<file path="config.mk">
export PLATFORM = sky130hd
export DESIGN_NAME = vga_write_scheduler
export DESIGN_NICKNAME = d
export VERILOG_FILES = /design/src/rtl/vga_write_scheduler.sv
export SDC_FILE = /design/constraint.sdc
export NUM_CORES = 1
export LEC_CHECK = 0
export CORE_MARGIN = 3
export CORE_UTILIZATION = 24
export CTS_CLUSTER_SIZE = 10
export DETAILED_ROUTE_END_ITERATION = 12
export HOLD_SLACK_MARGIN = 0.06
export PLACE_DENSITY = 0.52
export SETUP_SLACK_MARGIN = 0.02
export SLEW_MARGIN = 20
export SYNTH_ARGS = -nofsm -noshare
export SYNTH_HDL_FRONTEND = slang
export SYNTH_SLANG_ARGS = --single-unit
</file>
<file path="constraint.sdc">
create_clock -name clk_50Mhz -period 2.2 [get_ports clk_50Mhz]
set_clock_uncertainty 0.05 [all_clocks]
set_input_delay 0.44 -clock clk_50Mhz [delete_from_list [all_inputs] [get_ports clk_50Mhz]]
set_output_delay 0.44 -clock clk_50Mhz [all_outputs]
set_load 0.005 [all_outputs]
</file>
<file path="src/rtl/vga_write_scheduler.sv">
// vga_write_scheduler
//   Arbitrates the sprite engine register write port between two requesters
//   (port 0: CPU store path, port 1: input/motion unit) and drives each write
//   as a setup / strobe / hold sequence so the engine sees a clean wren rise.
//   Position registers (0x20-0x23) are only written while the synchronized
//   vsync window is open. Addresses 0x24-0x3F are accepted and discarded.
//
//   Optional feature macro: VGA_WSCHED_ROUND_ROBIN_EN
//     defined   -> round-robin arbitration when both ports are eligible
//     undefined -> fixed priority, port 0 wins
module vga_write_scheduler #(
    parameter int unsigned STROBE_CYCLES = 2
) (
    input  logic        clk_50Mhz,
    input  logic        reset,
    input  logic        vsync,
    input  logic        p0_valid,
    output logic        p0_ready,
    input  logic [5:0]  p0_addr,
    input  logic [15:0] p0_data,
    input  logic        p1_valid,
    output logic        p1_ready,
    input  logic [5:0]  p1_addr,
    input  logic [15:0] p1_data,
    output logic        wren,
    output logic [5:0]  addr,
    output logic [15:0] ldr,
    output logic        window,
    output logic        busy,
    output logic        drop
);

    localparam int unsigned CNT_W = $clog2(STROBE_CYCLES + 1);

    typedef enum logic [1:0] {
        S_IDLE,
        S_SETUP,
        S_STROBE,
        S_HOLD
    } state_e;

    state_e             state_q, state_d;
    logic [CNT_W-1:0]   cnt_q, cnt_d;
    logic [5:0]         addr_q, addr_d;
    logic [15:0]        ldr_q, ldr_d;
    logic               wren_q, wren_d;
    logic               drop_q, drop_d;
    logic               sync1_q, window_q;

    logic               p0_elig, p1_elig;
    logic               grant0, grant1;
    logic               idle;
    logic               accept;
    logic [5:0]         sel_addr;
    logic [15:0]        sel_data;

    // Position registers live at 0x20-0x23.
    function automatic logic is_position(input logic [5:0] a);
        return a[5:2] == 4'b1000;
    endfunction

    // Anything at or above 0x20 that is not a position register is illegal.
    function automatic logic is_illegal(input logic [5:0] a);
        return a[5] && !is_position(a);
    endfunction

    // Eligibility: bitmap and illegal addresses always, position only in window.
    always_comb begin
        p0_elig = p0_valid && (!is_position(p0_addr) || window_q);
        p1_elig = p1_valid && (!is_position(p1_addr) || window_q);
    end

`ifdef VGA_WSCHED_ROUND_ROBIN_EN
    // prio_q = 1 means port 1 wins the next tie; it points away from the last grant.
    logic prio_q, prio_d;

    // Round-robin tie break between two eligible ports.
    always_comb begin
        grant1 = p1_elig && (!p0_elig || prio_q);
        grant0 = p0_elig && !grant1;
        prio_d = accept ? p0_ready : prio_q;
    end

    // Round-robin pointer register; updated on every accept, dropped ones included.
    always_ff @(posedge clk_50Mhz or posedge reset) begin
        if (reset) begin
            prio_q <= 1'b0;
        end else begin
            prio_q <= prio_d;
        end
    end
`else
    // Fixed priority: port 0 always wins a tie.
    always_comb begin
        grant0 = p0_elig;
        grant1 = p1_elig && !p0_elig;
    end
`endif

    // Readys are only offered in IDLE and are forced low while reset is held.
    always_comb begin
        idle     = (state_q == S_IDLE);
        p0_ready = idle && !reset && grant0;
        p1_ready = idle && !reset && grant1;
        accept   = p0_ready || p1_ready;
        sel_addr = p1_ready ? p1_addr : p0_addr;
        sel_data = p1_ready ? p1_data : p0_data;
    end

    // Write sequencer next-state logic: IDLE -> SETUP -> STROBE(xN) -> HOLD -> IDLE.
    always_comb begin
        // NOTE: every signal gets a default here so no path leaves it unassigned (no latch).
        state_d = state_q;
        cnt_d   = cnt_q;
        addr_d  = addr_q;
        ldr_d   = ldr_q;
        drop_d  = 1'b0;
        unique case (state_q)
            S_IDLE: begin
                if (accept) begin
                    if (is_illegal(sel_addr)) begin
                        drop_d = 1'b1;
                    end else begin
                        addr_d  = sel_addr;
                        ldr_d   = sel_data;
                        state_d = S_SETUP;
                    end
                end
            end
            S_SETUP: begin
                cnt_d   = CNT_W'(STROBE_CYCLES);
                state_d = S_STROBE;
            end
            S_STROBE: begin
                if (cnt_q <= CNT_W'(1)) begin
                    cnt_d   = '0;
                    state_d = S_HOLD;
                end else begin
                    cnt_d = cnt_q - CNT_W'(1);
                end
            end
            S_HOLD: begin
                state_d = S_IDLE;
            end
            default: begin
                state_d = S_IDLE;
            end
        endcase
        wren_d = (state_d == S_STROBE);
    end

    // Sequencer state, datapath and registered strobe.
    always_ff @(posedge clk_50Mhz or posedge reset) begin
        // NOTE: sequential state uses non-blocking assignments so all flops update together.
        if (reset) begin
            state_q <= S_IDLE;
            cnt_q   <= '0;
            addr_q  <= '0;
            ldr_q   <= '0;
            wren_q  <= 1'b0;
            drop_q  <= 1'b0;
        end else begin
            state_q <= state_d;
            cnt_q   <= cnt_d;
            addr_q  <= addr_d;
            ldr_q   <= ldr_d;
            wren_q  <= wren_d;
            drop_q  <= drop_d;
        end
    end

    // Two-flop synchronizer bringing vsync into this clock domain.
    always_ff @(posedge clk_50Mhz or posedge reset) begin
        if (reset) begin
            sync1_q  <= 1'b0;
            window_q <= 1'b0;
        end else begin
            sync1_q  <= vsync;
            window_q <= sync1_q;
        end
    end

    assign wren   = wren_q;
    assign addr   = addr_q;
    assign ldr    = ldr_q;
    assign window = window_q;
    assign busy   = !idle;
    assign drop   = drop_q;

endmodule

</file>
==> flow_summary.yaml <==
timing:
  post-route-period-util_pct: 101
  hold_slack_ps: 297
  fmax_mhz: 450
  maxSlewViolCount: 0
  maxSlewHeadroom_pct: 73.8
  rsz0062_at_grt: "true"
  fin_ws_ps: -20.9
  finalSetupViolations: 16
  final.min_clock_period_ps: 2220
  hold_violations: 0
  tightest_slew_ps: 394
critical_path:
  rr_endpoint: "addr[4]"
  rr_startpoint: "state_q[1]"
  cpMaxStageDelayCell: "dfrtp_1"
  r2r_slack_ps: -20
  crit_path_max_incr_delay_ps: 390
  critical_path.startpoint_type: "flip-flop"
  timing.critical_path.cells: "inv_2 > ha_4 > nand3b_4 > or3_1 > a31oi_2 > nand2_2 > a21oi_4 > buf_12 > buf_8 > mux2_4"
  path_depth: 10
  critical_path.top_delay_family: "simple AND/OR/NAND/NOR gates"
  cp_data_required_time_ps: 2310
  arrival_ps: 2340
  crit_type: "flip-flop to flip-flop"
  rr_worst_depth: 10
  end_kind: "flip-flop"
  worstPathMaxFanout: 6
  path_buf_inv: 3
die:
  start_util_pct: 25.4
  die_x_um: 89.0
  coreArea_um2: 6490
  die_area_um2: 7910
  die_height_um: 89.0
  num_rows: 29
  num_io_pins: 77
status:
  outcome: "finished with violations"
  violations: "setup timing"
synthesis:
  synth_ff_type: "dfrtp_1"
  ys_warn_count: 0
  ys_async_sr_fraction_pct: 100
  yosys-top-cells-area: "dfrtp_1 (45%), mux2_4 (18%), nand2_1 (14%)"
  synth_edf_count: 0
  synth_area_leader_cell: "dfrtp_1"
  synth.avg_cell_area_um2: 9.89
  synth_cell_types: 35
  synth_fp_nets: 219
  syn_area_um2: 1650
  ys_seq_elements: 30
  synth_top_area_share_pct: 45.5
  ys_seq_area_share_pct: 45.5
  synth_cells: 167
clock_tree:
  cts_buffer_depth: 2
  clkTransAtPathRegs_ps: 60
  htreeDepth: 2
  cts_buffers: 5
  cts_root_buffer: "clkbuf_8"
  tritoncts: "yes"
  worstSkewPairLatency_ps: 280
  clkSinkCount: 30
  holdBufCountCts: 0
global_route:
  grt_pass1_vias: 1513
  grt_max_degree: 31
  overflow: 0
  grt_pass1_wl_um: 7360
  grt_use_met2_pct: 20.4
  grt.busiest_layer: "met2"
  grt.total_usage_pct: 12.2
  use_met3_pct: 4.24
  met1_usage_pct: 15.1
  antenna_found_initial: 0
pwr:
  vdd_drop_max_v: 0.000339
  p_total_mw: 2.91
  p_per_area_nw_per_um2: 973
  power.leakage_nw: 1.42
drt:
  firstDrtPassIters: 4
  drt_iter0_markers: 46
  drc: 0
  viasPerCell: 4.29
  wirelength_um: 4780
  wl_per_cell_um: 13.4
  vias: 1529
  drtAntennaViolNets: 0
layout:
  layout.nets: 332
  drive_above_1_share_pct: 31.2
  area_growth_pct: 81.2
  antennaDiodeCount: 0
  fillers: 628
  final_util_pct: 46.1
min_path:
  min_from: "sync1_q"
  hold_class: "flip-flop to flip-flop"
  hold_end: "window"
  hold-path-cell-count: 0
placed_design:
  dp_hpwl_um: 3400
  io_buffers: 76
  place.gp.congestion: 0.825
job:
  maxCapViolCount: 0
==> state kept, by name (all words and copies together), names as in the netlist <==
| signal | count |
|---|---|
| cnt_q | 2 |
| window | 1 |
| sync1_q | 1 |
| addr | 6 |
| drop | 1 |
| wren | 1 |
| state_q | 2 |
| ldr | 16 |
==> per-layer routing <==
layer | vias up | routed length (µm)
li1 | 776 | -
met1 | 693 | 2150
met2 | 55 | 2170
met3 | 5 | 415
met4 | 0 | 41
met5 | - | 0
==> worst max path at each step <==
stage	start	to	slack [ps]
floorplan	state_q[1]	addr[0]	40
global placement	p0_addr[2]	p1_ready	-430
detailed placement	p0_addr[2]	addr[4]	-470
CTS	state_q[0]	addr[4]	-90
global route	state_q[1]	addr[2]	-100
finish	state_q[1]	addr[4]	-20
==> per-stage QoR <==
| step | cell area, µm² | worst slack [ps] | std cells | TNS (ps) |
|---|---|---|---|---|
| after floorplan | 1660 | 35.5 | 167 | 0 |
| after global routing | 2990 | -100 | 356 | -1450 |
| after CTS | 2910 | -88.4 | 354 | -1670 |
| after detailed placement | 2690 | -470 | 339 | -11200 |
| after global placement | 2690 | -430 | 339 | -10240 |
| final | 2990 | -20.9 | 356 | -221 |
==> synthesized netlist by cell type, drive strengths merged, types with 2 or more instances <==
cell type	count
nand2	64
dfrtp	30
mux2	21
inv	10
nor2	5
o21ai	5
a21oi	4
buf	4
ha	3
nor3	3
clkbuf	2
or3	2
==> area by class of cell <==
type                       instances  area (µm²)  area share, %
clock buffer                       6        82.6           2.76
inverter                          10        37.5           1.25
multi-input combinational        121         942           31.5
sequential                        30         752           25.1
tap                               77        96.3           3.22
timing repair buffer             112        1080           36.2
==> logic make-up (layout without fill, tap and decap cells) <==
group,after synthesis,after routing,synth area share (%)
buffers and inverters,16,128,4.70
and+or+nand+nor,81,81,21.7
DFF,30,30,45.5
AOI/OAI and AO/OA,16,16,7.05
muxes,21,21,18.9
adders and majority gates,3,3,2.27
==> cells in the final DEF, fill, tap and decap left out, drive strengths merged, types with 2 or more instances in the layout <==
master | Yosys | layout
nor2 | 5 | 5
buf | 4 | 37
dlygate4sd2 | 0 | 6
a21oi | 4 | 4
clkdlybuf4s50 | 0 | 64
inv | 10 | 10
or3 | 2 | 2
dlymetal6s2s | 0 | 3
nor3 | 3 | 3
o21ai | 5 | 5
mux2 | 21 | 21
clkbuf | 2 | 7
ha | 3 | 3
nand2 | 64 | 64
dfrtp | 30 | 30
==> worst reg2reg max path, delay by kind of cell, from the launching register on <==
family / cells / cell delay (ps)
flops: 1 / 390
simple gates: 3 / 520
fa+ha+maj: 1 / 150
mux: 1 / 300
compound gates: 2 / 360
buf+inv: 3 / 330
==> power by group <==
part | internal [mW] | switching [mW] | total [mW]
Combinational | 1.03 | 0.506 | 1.53
Clock | 0.240 | 0.191 | 0.432
Sequential | 0.807 | 0.139 | 0.946
Total | 2.08 | 0.836 | 2.91
==> what timing repair did <==
action | 4_1_cts | 5_1_grt
setup buffers | 8 | 3
cloned | 1 | 0
pin swaps | 8 | 8
endpoints found under the setup margin | 25 | 26
gates resized for setup | 28 | 20
Note: power is estimated with default switching activity, not from simulation.
